**config.mk**
```make
export PLATFORM = sky130hd
export DESIGN_NAME = chr_tile_fetcher
export DESIGN_NICKNAME = d
export VERILOG_FILES = /design/src/rtl/chr_tile_fetcher.sv
export SDC_FILE = /design/constraint.sdc
export NUM_CORES = 1
export LEC_CHECK = 0
export BUFFER_PORTS_ARGS = -buffer_cell sky130_fd_sc_hd__buf_4
export CELL_PAD_IN_SITES_DETAIL_PLACEMENT = 1
export CELL_PAD_IN_SITES_GLOBAL_PLACEMENT = 1
export CORE_MARGIN = 5
export CORE_UTILIZATION = 35
export DETAILED_ROUTE_END_ITERATION = 10
export HOLD_SLACK_MARGIN = 0.06
export PLACE_DENSITY_LB_ADDON = 0.1
export RECOVER_POWER = 25
export SYNTH_ARGS = -nofsm -noshare
export SYNTH_HDL_FRONTEND = slang
export SYNTH_SLANG_ARGS = --single-unit
```
**constraint.sdc**
```tcl
create_clock -name clk -period 1.47 [get_ports clk]
set_input_delay 0.0735 -clock clk [delete_from_list [all_inputs] [get_ports clk]]
set_output_delay 0.0735 -clock clk [all_outputs]
set_load 0.03 [all_outputs]
```
**src/rtl/chr_tile_fetcher.sv**
```systemverilog
// chr_tile_fetcher: reads both CHR bitplanes for one tile row and streams eight 2-bit pixels.
// Define CHR_FLIP_EN to latch and apply the horizontal/vertical flip request bits.
module chr_tile_fetcher #(
   parameter int ADDR_W = 16
) (
   input  logic              clk,
   input  logic              reset,
   input  logic              req_valid,
   output logic              req_ready,
   input  logic              req_table,
   input  logic [7:0]        req_tile,
   input  logic [2:0]        req_row,
   input  logic              req_flip_h,
   input  logic              req_flip_v,
   output logic [ADDR_W-1:0] mem_addr,
   output logic              mem_we,
   output logic [7:0]        mem_wdata,
   input  logic [7:0]        mem_rdata,
   output logic              pix_valid,
   input  logic              pix_ready,
   output logic [1:0]        pix_data,
   output logic              pix_last
);

   typedef enum logic [1:0] {
      IDLE,
      FETCH_LO,
      FETCH_HI,
      SHIFT
   } state_t;

   state_t            state_q, state_d;
   logic              table_q, table_d;
   logic [7:0]        tile_q, tile_d;
   logic [2:0]        row_q, row_d;
   logic [ADDR_W-1:0] addr_q, addr_d;
   logic [7:0]        lo_q, lo_d;
   logic [7:0]        hi_q, hi_d;
   logic [2:0]        count_q, count_d;
   logic [2:0]        row_eff;
   logic [2:0]        bit_idx;

`ifdef CHR_FLIP_EN
   logic              flip_h_q, flip_h_d;
`else
   logic              unused_flip;
   assign unused_flip = req_flip_h | req_flip_v;
`endif

   // CHR address layout: table | tile | plane | row, zero-extended to the port width.
   function automatic logic [ADDR_W-1:0] chr_addr(input logic       tbl,
                                                  input logic [7:0] tile,
                                                  input logic       plane,
                                                  input logic [2:0] row);
      logic [12:0] a;
      a = {tbl, tile, plane, row};
      return ADDR_W'(a);
   endfunction

   always_comb begin
      state_d = state_q;
      table_d = table_q;
      tile_d  = tile_q;
      row_d   = row_q;
      addr_d  = addr_q;
      lo_d    = lo_q;
      hi_d    = hi_q;
      count_d = count_q;
`ifdef CHR_FLIP_EN
      flip_h_d = flip_h_q;
      row_eff  = req_flip_v ? ~req_row : req_row;
`else
      row_eff  = req_row;
`endif

      case (state_q)
         IDLE: begin
            if (req_valid) begin
               table_d = req_table;
               tile_d  = req_tile;
               row_d   = row_eff;
`ifdef CHR_FLIP_EN
               flip_h_d = req_flip_h;
`endif
               addr_d  = chr_addr(req_table, req_tile, 1'b0, row_eff);
               state_d = FETCH_LO;
            end
         end
         FETCH_LO: begin
            lo_d    = mem_rdata;
            addr_d  = chr_addr(table_q, tile_q, 1'b1, row_q);
            state_d = FETCH_HI;
         end
         FETCH_HI: begin
            hi_d    = mem_rdata;
            count_d = 3'd0;
            state_d = SHIFT;
         end
         SHIFT: begin
            if (pix_ready) begin
               if (count_q == 3'd7) begin
                  count_d = 3'd0;
                  state_d = IDLE;
               end else begin
                  count_d = count_q + 3'd1;
               end
            end
         end
         default: state_d = IDLE;
      endcase
   end

   always_ff @(posedge clk) begin
      if (reset) begin
         state_q <= IDLE;
         table_q <= 1'b0;
         tile_q  <= 8'd0;
         row_q   <= 3'd0;
         addr_q  <= '0;
         lo_q    <= 8'd0;
         hi_q    <= 8'd0;
         count_q <= 3'd0;
`ifdef CHR_FLIP_EN
         flip_h_q <= 1'b0;
`endif
      end else begin
         state_q <= state_d;
         table_q <= table_d;
         tile_q  <= tile_d;
         row_q   <= row_d;
         addr_q  <= addr_d;
         lo_q    <= lo_d;
         hi_q    <= hi_d;
         count_q <= count_d;
`ifdef CHR_FLIP_EN
         flip_h_q <= flip_h_d;
`endif
      end
   end

   // Bit 7 leaves first unless a horizontal flip was latched with the request.
   always_comb begin
`ifdef CHR_FLIP_EN
      bit_idx = flip_h_q ? count_q : ~count_q;
`else
      bit_idx = ~count_q;
`endif
   end

   assign req_ready = (state_q == IDLE) && !reset;
   assign mem_addr  = addr_q;
   assign mem_we    = 1'b0;
   assign mem_wdata = 8'd0;
   assign pix_valid = (state_q == SHIFT);
   assign pix_data  = pix_valid ? {hi_q[bit_idx], lo_q[bit_idx]} : 2'b00;
   assign pix_last  = pix_valid && (count_q == 3'd7);

endmodule

```
==> results.cfg <==
[logic_synthesis]
synth-edff-count = 0
async_flop_share = 0
syn_area_sq_mm = 0.002121
synthCells = 221
ys_types = 26
syn_avg_cell_area_sq_um = 9.596
synth_ff_type = dfxtp_1
synth_seq_cells = 46
ys_warn_count = 0
ys_seq_area_frac = 0.4342

[critical_path]
path_class = reg2out
cp_max_fo = 5
rrSetupSlack_ps = 30
worstPathArrival_ps = 1580
required_ps = 1400
cp-end-kind = output pin
crit_path_start_kind = flip-flop

[final_layout]
fillers = 690
regArea_sq_um = 925.9
diodes = 0
drive_gt1_frac = 0.2284
area_growth_pct = 34.22
multi_input_area_sq_mm = 0.001130
design_area_sq_mm = 0.002846
final_util = 0.4808
final_nets = 322

[grt]
grt_pass1_wl_mm = 8.217
grt_overflow_total = 0
grt.total_usage = 0.1384
antenna_found_initial = 0
grt_pass1_vias = 1741
grt_max_degree = 34

[timing]
slew_violations = 0
fin_ws_ps = -178.7
skew_ps = 3.570
post-route-min-period_ps = 1649
setup_viol = 3
final.period_utilization = 1.122
worst_hold_slack_ps = 73.19
final_hold_viol_count = 0
fmax_ghz = 0.6065
rsz0062_at_grt = yes

[clock_tree]
cts_tree = done
clk_latency_ps = 290
htreeDepth = 2
cts.reportedPaths.clkPinSlew_ps = 80
cts_sinks = 46
cts_buffers = 5
cts-root-buf = clkbuf_8
cts_buffer_depth = 2

[die]
io_pins = 56
die_y_microns = 87.84
dieArea_sq_mm = 0.007716
start_util = 0.3582
core_area_sq_mm = 0.005921
rows = 28
die_width_microns = 87.84

[status]
violations = setup timing
status = finished, violations left

[routing]
drc_errors = 0
ant_nets = 0
drtPass1Iterations = 6
avgRoutedWirePerCell_microns = 14.70
num_vias = 1757
viasPerCell = 4.827
drt_wl_total_mm = 5.352
initialDrtViolationCount = 59

[worst_hold_path]
min_path_type = in2reg

[power_and_ir_drop]
vdd_ir_drop_max_uv = 767.2
finalPower_mw = 5.246
p_leak_nw = 1.137
power.density_mw_per_mm2 = 1843

[place]
placed_cell_area_sq_mm = 0.002490
io_buffers = 41
gp_congestion = 0.6583
dpl.hpwl_mm = 3.547

[job]
drv_cap = 0
path summary, 6_finish.rpt:
kind | start | to | depth (start not counted)
max | count_q[1] | pix_data[0] | 4
min | pix_ready | count_q[0] | 3
max reg2reg | state_q[0] | mem_addr[8] | 6
min reg2reg | tile_q[5] | tile_q[5] | 2
area by class of cell:
cell class	count	area share
sequential	46	0.3253
clock buffer	6	0.02901
timing repair buffer	73	0.2013
inverter	3	0.003956
multi-input combinational	160	0.3969
tap	75	0.03297
clock inverter	1	0.01055
synthesized netlist by cell type, drive strengths merged (2+ instances only):
cell / count / area [sq um]
mux4: 4 / 105.1
nand2: 25 / 93.84
ha: 7 / 87.58
nand2b: 3 / 18.77
nor2: 36 / 135.1
mux2i: 31 / 310.3
a21oi: 14 / 70.07
clkbuf: 6 / 26.28
a211oi: 13 / 97.59
buf: 20 / 147.6
inv: 3 / 11.26
dfxtp: 46 / 920.9
a32oi: 3 / 26.28
and2: 2 / 12.51
cells in the final DEF, fill, tap and decap left out, types with 2 or more instances in the layout:
master / netlist / layout
mux2i_1: 31 / 31
inv_2: 0 / 2
nand2_1: 25 / 25
a211oi_1: 13 / 13
conb_1: 1 / 12
mux2_2: 0 / 2
ha_1: 7 / 3
a32oi_1: 3 / 3
mux4_2: 0 / 4
nand2b_1: 3 / 2
ha_4: 0 / 3
mux2_4: 1 / 2
buf_6: 3 / 3
buf_4: 12 / 35
dfxtp_1: 46 / 44
clkbuf_1: 5 / 13
dlygate4sd3_1: 0 / 20
nor2_1: 36 / 36
clkbuf_8: 0 / 6
a21oi_1: 14 / 14
what timing repair did:
item                       4_1_cts  5_1_grt
hold buffers                    20        0
resized for setup               15        9
buffers inserted                 1        1
hold endpoints to repair        27        0
setup endpoints to repair        5       15
pin swaps                        0        0
gates cloned                     0        3
stage by stage:
step	TNS, ps	cells	worst slack [ps]
floorplan	0	232	43.72
global placement	-16.78	332	-16.78
detailed placement	-60.05	332	-48.19
CTS	-398.1	360	-211.0
global route	-1378	364	-277.9
finish	-343.0	364	-178.7
critical path, cell delays in order (launching register included):
cell and delay [ps]:
dfxtp_4 400, mux4_2 500, mux2i_1 160, nor2_1 60
buf_4 160
per-layer routing:
metal | vias to the layer above | global-route usage | routed length, microns
met3 | 2 | 0.03481 | 226
met4 | 0 | 0.04184 | 29
met1 | 848 | 0.1739 | 2449
met5 | - | 0 | 0
li1 | 874 | - | -
met2 | 33 | 0.2336 | 2646
report_power, final:
| group | total (mW) | internal (mW) | switching (mW) |
|---|---|---|---|
| clock | 0.961 | 0.544 | 0.417 |
| sequential | 1.80 | 1.59 | 0.201 |
| combinational | 2.49 | 1.03 | 1.46 |
| total | 5.25 | 3.17 | 2.07 |
cells by family (layout without fill, tap and decap cells):
logic type	after synthesis	count (layout)	share of synthesized area
muxes	36	39	0.2029
other	1	12	0.001768
DFF	46	46	0.4342
and+or+nand+nor	70	70	0.1339
AOI/OAI and AO/OA	32	32	0.09853
adders and majority gates	7	7	0.04130
buffers and inverters	29	83	0.08732
flip-flops by register name, summed over array words and instances (netlist names):
name,count
count_q,3
hi_q,8
state_q,2
table_q,1
row_q,3
tile_q,8
lo_q,8
mem_addr,13
(Power assumes the default switching activity.)
